<file path="config.mk">
export PLATFORM = sky130hd
export DESIGN_NAME = serial_addsub_ctrl
export DESIGN_NICKNAME = d
export VERILOG_FILES = /design/src/rtl/serial_addsub_ctrl.sv
export SDC_FILE = /design/constraint.sdc
export NUM_CORES = 1
export LEC_CHECK = 0
export CAP_MARGIN = 10
export CELL_PAD_IN_SITES_DETAIL_PLACEMENT = 0
export CELL_PAD_IN_SITES_GLOBAL_PLACEMENT = 2
export CORE_MARGIN = 8
export CORE_UTILIZATION = 36
export DETAILED_ROUTE_END_ITERATION = 8
export PLACE_DENSITY = 0.91
export SYNTH_ARGS = -nofsm -noshare
export SYNTH_HDL_FRONTEND = slang
export SYNTH_SLANG_ARGS = --single-unit
</file>
<file path="constraint.sdc">
create_clock -name clk -period 2.9 [get_ports clk]
set_clock_uncertainty 0.1 [all_clocks]
set_input_delay 0.29 -clock clk [delete_from_list [all_inputs] [get_ports clk]]
set_output_delay 0.29 -clock clk [all_outputs]
set_load 0.005 [all_outputs]
</file>
<file path="src/rtl/serial_addsub_ctrl.sv">
// Bit-serial add/subtract sequencer driving one add_sub cell LSB-first over WIDTH bits.
// Define SERIAL_ADDSUB_ZFLAG_EN to add a registered 'zero' result flag output.

module add_sub (
  input  logic a,
  input  logic b,
  input  logic cin,
  input  logic sel,
  output logic sum,
  output logic cout
);

  logic bx;

  // Subtraction inverts b; the +1 comes in through cin from the sequencer.
  assign bx   = b ^ sel;
  assign sum  = a ^ bx ^ cin;
  assign cout = (a & bx) | (cin & (a ^ bx));

endmodule

module serial_addsub_ctrl #(
  parameter int WIDTH = 8,
  parameter int CNT_W = $clog2(WIDTH)
) (
  input  logic             clk,
  input  logic             rst_n,
  input  logic             start,
  input  logic             sel,
  input  logic [WIDTH-1:0] a,
  input  logic [WIDTH-1:0] b,
  output logic             busy,
  output logic             done,
  output logic [WIDTH-1:0] result,
  output logic             cout,
  output logic             overflow
`ifdef SERIAL_ADDSUB_ZFLAG_EN
  ,
  output logic             zero
`endif
);

  typedef enum logic [1:0] {
    IDLE,
    RUN,
    DONE
  } state_t;

  state_t state;
  state_t state_nxt;

  logic [WIDTH-1:0] a_sr;
  logic [WIDTH-1:0] b_sr;
  logic [WIDTH-1:0] res_sr;
  logic [WIDTH-1:0] res_final;
  logic [CNT_W-1:0] cnt;
  logic             carry;
  logic             sel_q;
  logic             load;
  logic             step;
  logic             last;
  logic             bit_sum;
  logic             bit_cout;

  add_sub u_cell (
    .a    (a_sr[0]),
    .b    (b_sr[0]),
    .cin  (carry),
    .sel  (sel_q),
    .sum  (bit_sum),
    .cout (bit_cout)
  );

  assign last      = (cnt == CNT_W'(WIDTH - 1));
  assign res_final = {bit_sum, res_sr[WIDTH-1:1]};

  always_ff @(posedge clk or negedge rst_n) begin
    if (!rst_n) begin
      state <= IDLE;
    end else begin
      state <= state_nxt;
    end
  end

  always_comb begin
    state_nxt = state;
    busy      = 1'b0;
    done      = 1'b0;
    load      = 1'b0;
    step      = 1'b0;
    case (state)
      IDLE: begin
        if (start) begin
          load      = 1'b1;
          state_nxt = RUN;
        end
      end
      RUN: begin
        busy = 1'b1;
        step = 1'b1;
        if (last) begin
          state_nxt = DONE;
        end
      end
      DONE: begin
        done      = 1'b1;
        state_nxt = IDLE;
      end
      default: begin
        state_nxt = IDLE;
      end
    endcase
  end

  // Visible outputs only move on the final bit, so they hold through IDLE and the next RUN.
  always_ff @(posedge clk or negedge rst_n) begin
    if (!rst_n) begin
      a_sr     <= '0;
      b_sr     <= '0;
      res_sr   <= '0;
      cnt      <= '0;
      carry    <= 1'b0;
      sel_q    <= 1'b0;
      result   <= '0;
      cout     <= 1'b0;
      overflow <= 1'b0;
`ifdef SERIAL_ADDSUB_ZFLAG_EN
      zero     <= 1'b0;
`endif
    end else if (load) begin
      a_sr  <= a;
      b_sr  <= b;
      sel_q <= sel;
      carry <= sel;
      cnt   <= '0;
    end else if (step) begin
      a_sr   <= a_sr >> 1;
      b_sr   <= b_sr >> 1;
      res_sr <= res_final;
      carry  <= bit_cout;
      cnt    <= cnt + CNT_W'(1);
      if (last) begin
        result   <= res_final;
        cout     <= bit_cout;
        overflow <= carry ^ bit_cout;
`ifdef SERIAL_ADDSUB_ZFLAG_EN
        zero     <= (res_final == '0);
`endif
      end
    end
  end

endmodule

</file>
## Word-level counts from Yosys, hierarchy flattened

Cells that the tools add are included.
W data, S select, Z words.

| word-level totals | value |
|---|---|
| bits in registers | 41 |
| bits of input ports | 20 |
| output and inout port bits | 12 |

| operators by class | value |
|---|---|
| mux-type cells | 15 |
| bitwise gates (word level) | 8 |
| $add $sub $neg | 1 |
| equal/unequal tests | 5 |
| reductions and logical operators | 5 |

Operators with widths:

| operator | number |
|---|---|
| $mux W8 | 4 |
| $mux W1 | 6 |
| $mux W3 | 2 |
| $mux W2 | 2 |
| $ne A2 B2 Y1 const B | 2 |
| $pmux W2 S2 | 1 |
| $reduce_and A2 Y1 | 2 |
| $xor A1 B1 Y1 | 4 |
| $add A3 B1 Y3 const B | 1 |
| $eq A3 B3 Y1 const B | 1 |
| $reduce_and A3 Y1 | 1 |
| $and A1 B1 Y1 | 2 |
| $eq A2 B1 Y1 const B | 1 |
| $eq A2 B2 Y1 const B | 1 |
| $logic_not A2 Y1 | 1 |
| $reduce_bool A2 Y1 | 1 |
| $not A1 Y1 | 1 |
| $or A1 B1 Y1 | 1 |

## Longest topological paths before layout

| depth | value |
|---|---|
| word-level depth | 6 |
| gate-level depth with buffers | 6 |
| gate-level depth less buffers | 5 |

## Modules after synthesis

Synthesis repeated with hierarchy kept, for this count alone.

| second synthesis, totals | value |
|---|---|
| cell total of the unflattened synthesis | 126 |
| area total of the unflattened synthesis | 1,789.2 µm² |

By module, submodules not included:

| module | sequential area each (µm²) | cells an instance | times used | area each (µm²) |
|---|---|---|---|---|
| serial_addsub_ctrl | 1,001.0 | 120 | 1 | 1,745.4 |
| add_sub | 0.0 | 6 | 1 | 43.8 |

## Worst setup path before layout

No wires, ideal clock.

| timing | value |
|---|---|
| kind | register to register |
| start | register cnt[0] |
| end | register result[2] |
| path slack | 1.355 ns |
| arrival time | 1.321 ns |
| required time | 2.675 ns |
| stages on the path, launching flop included | 6 |
| buffers on the path | 1 |
| path through | dfrtp_1 -> ha_1 -> ha_1 -> nand3b_4 -> buf_6 -> mux2_2 |

| on the way | value |
|---|---|
| longest elaborated chain between the ends | 2 |

Ends and longest elaborated chain:

| what | RTL line | text |
|---|---|---|
| start: declaration | 56 | `logic [CNT_W-1:0] cnt;` |
| start signal: assignment | 141 | `cnt <= cnt + CNT_W'(1);` |
| $eq A3 B3 Y1 | 74 | `assign last = (cnt == CNT_W'(WIDTH - 1));` |
| $reduce_and A3 Y1 (no line) | n/a |  |
| end signal: assignment | 143 | `result <= res_final;` |
| end: declaration | 34 | `output logic [WIDTH-1:0] result,` |

Every way passes these cells.
A chain may end at the register's enable or synchronous reset.

## Final worst setup path

| timing | value |
|---|---|
| start | register state[1] |
| end | output busy |

| on the way | value |
|---|---|
| longest elaborated chain between the ends | 2 |

Ends and longest elaborated chain:

| what | RTL line | text |
|---|---|---|
| start: declaration | 49 | `state_t state;` |
| start signal: assignment | 81 | `state <= state_nxt;` |
| $eq A2 B1 Y1 | 91 | `case (state)` |
| $mux W1 | 91 |  |
| end: declaration | 32 | `output logic busy,` |

Every way passes these cells.

==> impl_metrics.json <==
{
  "grt_max_degree": 41,
  "firstDrtPassIters": 4,
  "leakage_nw": 1.01,
  "vias": 1265,
  "path_cells": "or2b_1, inv_1, clkdlybuf4s50_1",
  "fin_crit_sh_pct": 82.7,
  "die_h_um": 86.8,
  "synth_nets": 184,
  "antenna_found_initial": 0,
  "cp-end-kind": "output port",
  "viasPerCell": 4.87,
  "crit_slowest_cell": "clkdlybuf4s50_1",
  "routabilityCongestion": 0.778,
  "worstMarginPinSlew_ns": 0.899,
  "hold_class": "input port to async pin",
  "clk_pin_slew_ns": 0.08,
  "drc": 0,
  "postPlaceCellArea_sq_um": 2150,
  "cts_resized": 0,
  "wl_um": 3920,
  "synth_top_area_share_pct": 55.5,
  "async_flop_share_pct": 100,
  "cts-root-buf": "clkbuf_8",
  "grt_pass1_vias": 1384,
  "max_freq_ghz": 0.417,
  "numPortBuffers": 31,
  "track_usage_pct": 11.4,
  "fp-row-count": 25,
  "synth-seq-area-share_pct": 55.5,
  "numCtsBuffers": 5,
  "rsz0062_at_grt": "false",
  "min_period_ns": 2.40,
  "placed_cells": 252,
  "overflow": 0,
  "status": "complete, no violations",
  "synthMuxAreaShare_pct": 4.99,
  "synth_area_leaders": "dfrtp_1 55%, nand2_1 6.0%, mux2_2 5.0%",
  "synthSimpleGateAreaFrac_pct": 15.7,
  "cts_tree": "done",
  "hold_violations": 0,
  "slew_headroom_pct": 40.0,
  "htreeDepth": 2,
  "synthToLayoutAreaGrowth_pct": 25.0,
  "synth_compound_area_share_pct": 14.8,
  "drive_gt1_share_pct": 11.4,
  "crit_arrival_ns": 2.01,
  "coreArea_sq_um": 4790,
  "drtIter0Drc": 57,
  "fill_cells": 472,
  "p_total_mw": 2.34,
  "crit_type": "register to output port",
  "power_density_nw_per_um2": 1040,
  "ir_drop_uv": 388,
  "synthCells": 161,
  "maxCapViolations": 0,
  "ant_nets": 0,
  "ios": 32,
  "final_cell_mix": "40 x dfrtp_1, 30 x clkdlybuf4s50_1, 29 x nand2_1",
  "synth_fa_ha_area_share_pct": 2.50,
  "mostFrequentLayoutCell": "dfrtp_1",
  "final_cell_area_sq_um": 2250,
  "fin_nets": 215,
  "fin_cells": 260,
  "yosys.area.top_type": "dfrtp_1",
  "slowest_delay_ns": 0.59,
  "area.sequential_sq_um": 1000,
  "wl_per_cell_um": 15.1,
  "initial_core_util_pct": 37.7,
  "synthFlopType": "dfrtp_1",
  "antenna_cells": 0,
  "syn_area_sq_um": 1800,
  "grt_pass1_wl_um": 6640,
  "multi_input_area_sq_um": 704,
  "dieArea_sq_um": 7530,
  "post-cts-setup-buffers": 0,
  "synth-xor-area-share_pct": 0.971,
  "r2r_slack_ns": 1.20,
  "cp-start-kind": "register",
  "synth_top_family_by_area": "simple AND/OR/NAND/NOR gates",
  "cts.sinks": 40,
  "die_w_um": 86.8,
  "setup-tns-final_ns": 0,
  "yosysUniqueCellTypes": 35,
  "clkLatencyLatePin_ns": 0.29,
  "ctsHoldBuffers": 0,
  "synth_edf_count": 0,
  "finalSetupViolCount": 0,
  "avgSynthCellArea_sq_um": 11.2,
  "yosysWarnings": 0,
  "crit_required_ns": 2.51,
  "drv_slew": 0,
  "ys_ff_latch": 40,
  "cts.path.max_buffers": 2,
  "critical_path_peak_fanout": 13,
  "hpwlAfterDp_um": 2750
}
cells by family (layout without fill, tap and decap cells):
logic type	count (synthesis)	count (layout)
AO/OA/AOI/OAI	37	37
XOR/XNOR	2	2
adder cells (fa/ha/maj)	3	3
buffers and inverters	19	51
flip-flops	40	40
multiplexers	8	8
AND/OR/NAND/NOR	52	52
metal layers:
layer	vias up	wire length, um	GRT usage [%]
met5	-	0	0
met4	0	57	4.23
met3	5	224	4.25
met2	30	1850	18.5
met1	612	1790	13.4
li1	618	-	-
per-stage QoR:
stage / hold WS (ns) / util [%] / worst slack [ns]
after global placement: 0.349 / 44.9 / 0.862
after detailed placement: 0.364 / 44.9 / 0.811
after global routing: 0.0834 / 47.1 / 0.341
after floorplan: -0.106 / - / 1.35
after CTS: 0.0400 / 47.1 / 0.487
final: 0.0214 / 47.1 / 0.501
final cells by class:
class,instances,area share [%]
Clock buffer,6,3.22
Clock inverter,2,1.55
Inverter,10,1.66
Multi-Input combinational cell,102,31.2
Sequential cell,40,44.4
Tap cell,67,3.72
Timing Repair Buffer,33,14.2
path summary, 6_finish.rpt:
check	start	to	depth (start not counted)
worst max-delay path	state[1]	busy	3
worst min-delay path	rst_n	res_sr[2]	1
worst max register to register	state[0]	b_sr[6]	4
worst min register to register	overflow	overflow	2
max in group asynchronous	rst_n	b_sr[6]	1
min in group clk	overflow	overflow	2
synth_stat cells, types with 2 or more instances:
cell type / instances
dfrtp_1: 40
nand2_1: 29
o21ai_0: 11
inv_1: 10
mux2_2: 8
a2bb2oi_1: 6
o22a_1: 6
buf_2: 4
a211oi_1: 3
a22oi_1: 3
nand2b_1: 3
nand3b_1: 3
nor3_1: 3
nor3b_1: 3
a21oi_1: 2
a221o_1: 2
a22o_1: 2
buf_4: 2
buf_6: 2
ha_1: 2
nand3_1: 2
nor2b_1: 2
power breakdown:
part           total, mW  internal, mW  switching, mW
Sequential         0.976         0.823          0.153
Combinational      0.922         0.491          0.432
Clock              0.444         0.255          0.189
worst max-delay path, delay by kind of cell (launching register included):
family / cells / cell delay (ns)
buffers and inverters: 2 / 0.96
flip-flops: 1 / 0.38
AND/OR/NAND/NOR: 1 / 0.37
state kept, by name (all words and copies together) (netlist names):
| register | count |
|---|---|
| res_sr | 7 |
| carry | 1 |
| b_sr | 8 |
| sel_q | 1 |
| overflow | 1 |
| result | 8 |
| a_sr | 8 |
| state | 2 |
| cnt | 3 |
| cout | 1 |
Power figures use the tool's default switching activity.
